--- config.mk ---
export PLATFORM = sky130hd
export DESIGN_NAME = udm_bus_arb
export DESIGN_NICKNAME = d
export VERILOG_FILES = /design/src/rtl/udm_bus_arb_pkg.sv /design/src/rtl/udm_bus_arb_tagfifo.sv /design/src/rtl/udm_bus_arb.sv
export SDC_FILE = /design/constraint.sdc
export NUM_CORES = 1
export LEC_CHECK = 0
export ABC_CLOCK_PERIOD_IN_PS = 2800
export CAP_MARGIN = 20
export CORE_AREA = 8 8 117 119
export CTS_BUF_LIST = sky130_fd_sc_hd__clkbuf_4 sky130_fd_sc_hd__clkbuf_8 sky130_fd_sc_hd__clkbuf_16
export DETAILED_ROUTE_END_ITERATION = 7
export DIE_AREA = 0 0 125 127
export HOLD_SLACK_MARGIN = 0.08
export PLACE_DENSITY = 0.64
export SLEW_MARGIN = 15
export SYNTH_ARGS = -nofsm -noshare
export SYNTH_HDL_FRONTEND = slang
export SYNTH_SLANG_ARGS = --single-unit
export TNS_END_PERCENT = 10
--- constraint.sdc ---
create_clock -name clk_i -period 2.8 [get_ports clk_i]
set_clock_uncertainty 0.2 [all_clocks]
set_input_delay 0.56 -clock clk_i [delete_from_list [all_inputs] [get_ports clk_i]]
set_output_delay 0.56 -clock clk_i [all_outputs]
set_load 0.01 [all_outputs]
--- src/rtl/udm_bus_arb_pkg.sv ---
// Shared definitions for the UDM/CPU bus arbiter.
//   arb_state_e : arbiter FSM state (ST_IDLE, ST_BUSY)
//   MID_UDM     : master ID of the UDM port (m0)
//   MID_CPU     : master ID of the CPU port (m1)
//   rr_pick     : round-robin winner between the two masters
package udm_bus_arb_pkg;

    typedef enum logic {
        ST_IDLE = 1'b0,
        ST_BUSY = 1'b1
    } arb_state_e;

    localparam logic MID_UDM = 1'b0;
    localparam logic MID_CPU = 1'b1;

    // A lone requester always wins; on a tie the master that was not
    // granted last time goes first.
    function automatic logic rr_pick(input logic req0, input logic req1, input logic last);
        logic win;
        if (req0 && req1) begin
            win = ~last;
        end else if (req1) begin
            win = MID_CPU;
        end else begin
            win = MID_UDM;
        end
        return win;
    endfunction

endpackage

--- src/rtl/udm_bus_arb_tagfifo.sv ---
// Read-tag FIFO: remembers which master owns each outstanding read so
// that in-order slave responses can be routed back.
// Ports:
//   clk_i, arst_n_i : clock, asynchronous active-low reset
//   push_i, din_i   : write one 1-bit master tag
//   pop_i, dout_o   : head tag (valid while !empty_o), removed on pop_i
//   full_o, empty_o : occupancy flags
module udm_bus_arb_tagfifo #(
    parameter int DEPTH = 4
) (
    input  logic clk_i,
    input  logic arst_n_i,
    input  logic push_i,
    input  logic pop_i,
    input  logic din_i,
    output logic dout_o,
    output logic full_o,
    output logic empty_o
);

    localparam int AW = $clog2(DEPTH);
    localparam logic [AW:0] PTR_ONE = {{AW{1'b0}}, 1'b1};

    // Pointers carry one extra wrap bit to tell full from empty.
    logic [AW:0]      wr_ptr_q, wr_ptr_d;
    logic [AW:0]      rd_ptr_q, rd_ptr_d;
    logic [DEPTH-1:0] mem_q, mem_d;
    logic             do_push, do_pop;

    assign empty_o = (wr_ptr_q == rd_ptr_q);
    assign full_o  = (wr_ptr_q[AW] != rd_ptr_q[AW]) &&
                     (wr_ptr_q[AW-1:0] == rd_ptr_q[AW-1:0]);
    assign dout_o  = mem_q[rd_ptr_q[AW-1:0]];

    assign do_pop  = pop_i && !empty_o;
    // A push into a full FIFO is accepted only when a pop frees a slot in
    // the same cycle, which keeps the count unchanged.
    assign do_push = push_i && (!full_o || do_pop);

    always_comb begin
        mem_d    = mem_q;
        wr_ptr_d = wr_ptr_q;
        rd_ptr_d = rd_ptr_q;
        if (do_push) begin
            mem_d[wr_ptr_q[AW-1:0]] = din_i;
            wr_ptr_d                = wr_ptr_q + PTR_ONE;
        end
        if (do_pop) begin
            rd_ptr_d = rd_ptr_q + PTR_ONE;
        end
    end

    always_ff @(posedge clk_i or negedge arst_n_i) begin
        if (!arst_n_i) begin
            mem_q    <= '0;
            wr_ptr_q <= '0;
            rd_ptr_q <= '0;
        end else begin
            mem_q    <= mem_d;
            wr_ptr_q <= wr_ptr_d;
            rd_ptr_q <= rd_ptr_d;
        end
    end

endmodule

--- src/rtl/udm_bus_arb.sv ---
// Two-master round-robin arbiter sharing one slave on the UDM bus.
// m0 is the UDM master, m1 the CPU master.
// Handshake: a master holds req/we/addr/be/wdata until its 1-cycle ack;
// reads later complete, in order, with a 1-cycle resp carrying rdata;
// writes get no resp.
// Ports:
//   clk_i, arst_n_i        : clock, asynchronous active-low reset
//   m0_* / m1_*            : master request side (req, we, addr, be, wdata
//                            in; ack, resp, rdata out)
//   s_*                    : shared slave side (req, we, addr, be, wdata
//                            out; ack, resp, rdata in)
//   err_o                  : sticky, set by a slave resp with no read
//                            outstanding
module udm_bus_arb
    import udm_bus_arb_pkg::*;
#(
    parameter int ADDR_W   = 32,
    parameter int DATA_W   = 32,
    parameter int RD_DEPTH = 4
) (
    input  logic                clk_i,
    input  logic                arst_n_i,

    input  logic                m0_req_i,
    input  logic                m0_we_i,
    input  logic [ADDR_W-1:0]   m0_addr_bi,
    input  logic [DATA_W/8-1:0] m0_be_bi,
    input  logic [DATA_W-1:0]   m0_wdata_bi,
    output logic                m0_ack_o,
    output logic                m0_resp_o,
    output logic [DATA_W-1:0]   m0_rdata_bo,

    input  logic                m1_req_i,
    input  logic                m1_we_i,
    input  logic [ADDR_W-1:0]   m1_addr_bi,
    input  logic [DATA_W/8-1:0] m1_be_bi,
    input  logic [DATA_W-1:0]   m1_wdata_bi,
    output logic                m1_ack_o,
    output logic                m1_resp_o,
    output logic [DATA_W-1:0]   m1_rdata_bo,

    output logic                s_req_o,
    output logic                s_we_o,
    output logic [ADDR_W-1:0]   s_addr_bo,
    output logic [DATA_W/8-1:0] s_be_bo,
    output logic [DATA_W-1:0]   s_wdata_bo,
    input  logic                s_ack_i,
    input  logic                s_resp_i,
    input  logic [DATA_W-1:0]   s_rdata_bi,

    output logic                err_o
);

    arb_state_e state_q, state_d;
    logic       owner_q, owner_d;
    logic       last_q, last_d;
    logic       err_q, err_d;

    logic                busy;
    logic                sel_req;
    logic                sel_we;
    logic [ADDR_W-1:0]   sel_addr;
    logic [DATA_W/8-1:0] sel_be;
    logic [DATA_W-1:0]   sel_wdata;

    logic tag_push, tag_pop, tag_head, tag_full, tag_empty;

    assign busy = (state_q == ST_BUSY);

    // Owner's request fields
    always_comb begin
        if (owner_q == MID_CPU) begin
            sel_req   = m1_req_i;
            sel_we    = m1_we_i;
            sel_addr  = m1_addr_bi;
            sel_be    = m1_be_bi;
            sel_wdata = m1_wdata_bi;
        end else begin
            sel_req   = m0_req_i;
            sel_we    = m0_we_i;
            sel_addr  = m0_addr_bi;
            sel_be    = m0_be_bi;
            sel_wdata = m0_wdata_bi;
        end
    end

    // Slave side is driven only while a grant is active.
    assign s_req_o    = busy && sel_req;
    assign s_we_o     = busy && sel_we;
    assign s_addr_bo  = busy ? sel_addr  : '0;
    assign s_be_bo    = busy ? sel_be    : '0;
    assign s_wdata_bo = busy ? sel_wdata : '0;

    assign m0_ack_o = busy && (owner_q == MID_UDM) && s_ack_i;
    assign m1_ack_o = busy && (owner_q == MID_CPU) && s_ack_i;

    // Every acknowledged read leaves its owner's tag behind for the resp.
    assign tag_push = busy && s_ack_i && !sel_we;
    assign tag_pop  = s_resp_i && !tag_empty;

    assign m0_resp_o   = tag_pop && (tag_head == MID_UDM);
    assign m1_resp_o   = tag_pop && (tag_head == MID_CPU);
    assign m0_rdata_bo = m0_resp_o ? s_rdata_bi : '0;
    assign m1_rdata_bo = m1_resp_o ? s_rdata_bi : '0;

    assign err_o = err_q;

    always_comb begin
        state_d = state_q;
        owner_d = owner_q;
        last_d  = last_q;
        err_d   = err_q || (s_resp_i && tag_empty);
        case (state_q)
            ST_IDLE: begin
                // No new grant while every read slot is taken.
                if ((m0_req_i || m1_req_i) && !tag_full) begin
                    owner_d = rr_pick(m0_req_i, m1_req_i, last_q);
                    state_d = ST_BUSY;
                end
            end
            ST_BUSY: begin
                if (s_ack_i) begin
                    state_d = ST_IDLE;
                    last_d  = owner_q;
                end else if (!sel_req) begin
                    // Owner abandoned the request: release the bus, no tag.
                    state_d = ST_IDLE;
                end
            end
            default: begin
                state_d = ST_IDLE;
            end
        endcase
    end

    always_ff @(posedge clk_i or negedge arst_n_i) begin
        if (!arst_n_i) begin
            state_q <= ST_IDLE;
            owner_q <= MID_UDM;
            last_q  <= MID_CPU;
            err_q   <= 1'b0;
        end else begin
            state_q <= state_d;
            owner_q <= owner_d;
            last_q  <= last_d;
            err_q   <= err_d;
        end
    end

    udm_bus_arb_tagfifo #(
        .DEPTH (RD_DEPTH)
    ) u_tagfifo (
        .clk_i    (clk_i),
        .arst_n_i (arst_n_i),
        .push_i   (tag_push),
        .pop_i    (tag_pop),
        .din_i    (owner_q),
        .dout_o   (tag_head),
        .full_o   (tag_full),
        .empty_o  (tag_empty)
    );

endmodule
==> run summary <==
- complete, no violations — result of the run
- 15,880 µm² — floorplan die area
- u_tagfifo.mem_q[3]$_DFFE_PN0P_ — destination of the worst register-to-register timing path
- 0 — number of nets with antenna violations after detailed routing
- 0.9844 — final worst path period share
- flip-flop — Critical Path Source Type
- 0 — number of enable-type register cells in the synthesized netlist
- 331 — number of cells produced by synthesis
- 2 — Max Buffers Root-to-Sink
- 127 µm — Die Span Y
- 76 — maximum number of pins on one net before global-route repair
- 0 — DRC violations left
- 3 — number of buffers added by the clock tree synthesis step
- 5 — cell depth of the worst flop-to-flop path
- 143.8% — Area Growth Syn to Fin
- 0.5528 — worst max-slew margin expressed relative to the limit
- 14,230 µm — total wirelength of the detailed-routed design
- 18.20 µm — post-detailed-route wirelength per cell
- 512 — syn nets
- u_tagfifo.rd_ptr_q[2]$_DFFE_PN0P_ — worst r2r src
- 0 — final hold violation count
- 866.7 nW/µm² — Cell Pwr Density
- dfrtp_1 — most instantiated flip-flop cell in the synthesis netlist
- 315 — number of top-level design ports
- 31 — number of unique standard cell types used by synthesis
- 7.178 µm² — Mapped Avg Cell Area
- 3,437 — Via Count
- 0 — count of final max-slew check failures
- 0 — post-CTS setup-driven buffer insertion count
- 817 — number of nets in the finished design
- 77 — first-iteration detailed-routing DRC count
- clkdlybuf4s50_1 — most common library cell in the layout ignoring fill and taps
- 0.1642 — overall fraction of global-route tracks in use
- 12,490 µm — final HPWL from detailed placement
- output pin — CP Capture Type
- 2.00 ns — arrival time worst endpoint
- reg2out — path type of the worst setup path
- 0.04882 — proportion of layout cells with a drive suffix above 1
- 125 µm — width of the die
- 0 — number of setup violations in the final report
- 11,810 µm² — area of the core
- u_tagfifo.rd_ptr_q[0]$_DFFE_PN0P_ — CP startpoint
- true — setup repair after global routing missed its margin
- yes — TritonCTS clock tree
- 0.05 ns — clock slew seen by the registers of the worst setup and hold paths
- 1 — hold path depth
- 0.2012 — initial cell density of the core
- 14 — post-synthesis sequential element count
- 0 — Congestion Overflow GR
- err_o$_DFF_PN0_ — endpoint with the worst hold slack
- reg2reg — worst hold path class
- 0 — hold-fix buffer count after cts
- 0.25 ns — insertion delay of the later-clocked pin in the worst-skew pair
- 4 — first-pass iteration count of the detailed router
- 314 — Port Buf Inserts
- 5020 µW — Pwr Total
- clkdlybuf4s50_1 (246), mux2i_1 (69), nor2b_1 (69) — highest-count cells in the layout ignoring fill and taps
- 0.2729 ns — worst hold-check slack
- 5792 µm² — final std cell area, no fill
- 2376 µm² — mapped cell area
- 0.6687 ns — Least-Margin Pin Slew
- 362.8 MHz — Max Clock Freq
- 0 — count of antenna diodes in the layout
- 14 — clk sinks
- err_o$_DFF_PN0_ — startpoint of the most critical hold path
- clkbuf_16 — Root Buffer
- 40 — number of core rows
- 0.1480 — share of the yosys chip area belonging to registers
- 33 — worst-path fanout max
- 1 — number of antenna violations at the first check in global routing
- 2.756 ns — Min Clock Period, post-route
- 0.67 ns — slack of the worst reg-to-reg path
- 0.4085 mV — maximum vdd ir drop
- 3,721 — vias in the first global route
- 2.04 ns — data required time at the worst endpoint
- 0 — YS warnings
- 1.012 — final RePlAce weighted congestion
- 4.395 — vias per cell
- 0 — Max-cap violations
- 1 — CTS H-tree depth
- 0.002709 µW — total leakage power
- 20,800 µm — wire length of the first global-routing pass
- 1.000 — share of synthesized registers carrying an async set or reset
- 5746 µm² — total placed instance area
cell usage after synthesis (2+ instances only):
library cell | number | share of area
nand3_1 | 5 | 0.011
nor3_1 | 2 | 0.0042
xnor2_1 | 4 | 0.015
nor2b_1 | 69 | 0.18
ha_1 | 5 | 0.026
inv_1 | 4 | 0.0063
nor2_1 | 68 | 0.11
nand2b_1 | 2 | 0.0053
clkbuf_1 | 13 | 0.021
mux2_1 | 4 | 0.019
xor2_1 | 3 | 0.011
a21o_1 | 2 | 0.0063
buf_2 | 16 | 0.034
dfrtp_1 | 13 | 0.14
mux2i_1 | 69 | 0.29
nand2_1 | 37 | 0.058
area by class of cell:
| cell class | count | area [µm²] |
|---|---|---|
| Fill cell | 1133 | 6020 |
| Timing Repair Buffer | 329 | 3261 |
| Multi-Input combinational cell | 284 | 1893 |
| Sequential cell | 14 | 356.6 |
| Tap cell | 147 | 183.9 |
| Clock buffer | 4 | 82.58 |
| Inverter | 4 | 15.01 |
metal layers:
layer | routed length, µm | GRT usage | vias up
met5 | 9 | 0 | -
met4 | 430 | 0.05874 | 2
met3 | 1775 | 0.08361 | 27
met2 | 7317 | 0.3205 | 219
met1 | 4698 | 0.1402 | 1517
li1 | - | - | 1672
worst max path at each step:
stage	to
final	m0_rdata_bo[10]
after global routing	m1_rdata_bo[17]
after CTS	m0_rdata_bo[1]
after detailed placement	m0_rdata_bo[8]
after global placement	m0_rdata_bo[8]
after floorplan	m0_rdata_bo[10]
metrics by stage:
stage	cells	setup TNS, ns	worst slack [ns]	utilization
finish	782	0	0.04377	0.4904
global route	782	-0.07227	-0.01334	0.4904
CTS	781	0	0.001374	0.4874
detailed placement	777	-0.4666	-0.09840	0.4864
global placement	777	-0.5159	-0.1050	0.4864
floorplan	331	0	0.4803	-
sequential cells by signal, indices dropped and copies added (netlist names):
signal / cells
u_tagfifo.mem_q: 4
last_q: 1
err_o: 1
busy: 1
u_tagfifo.wr_ptr_q: 3
owner_q: 1
u_tagfifo.rd_ptr_q: 3
cells by family after synthesis:
| family | after synthesis | share of synthesized area |
|---|---|---|
| muxes | 76 | 0.3302 |
| adders and majority gates | 5 | 0.02633 |
| buffers and inverters | 33 | 0.06056 |
| and+or+nand+nor | 190 | 0.3923 |
| DFF | 14 | 0.1480 |
| AOI/OAI and AO/OA | 6 | 0.01685 |
| xor gates and xnor gates | 7 | 0.02580 |
critical path, cell delays in order (launching register included):
cell and delay (ns):
dfrtp_2 0.40, mux4_2 0.51, nand2b_1 0.19, buf_12 0.18, nor2_1 0.18, clkdlybuf4s15_1 0.28
where the power goes:
| group | switching, µW | leakage, µW | internal [µW] |
|---|---|---|---|
| Sequential | 130 | 0.000162 | 318 |
| Combinational | 2020 | 0.00251 | 2260 |
| Clock | 89.3 | 0.0000416 | 203 |
what timing repair did:
item,in CTS,in global routing
cloned,0,1
resized for setup,72,3
hold endpoints to repair,0,0
endpoints found under the setup margin,71,88
Note: power is estimated with default switching activity, not from simulation.
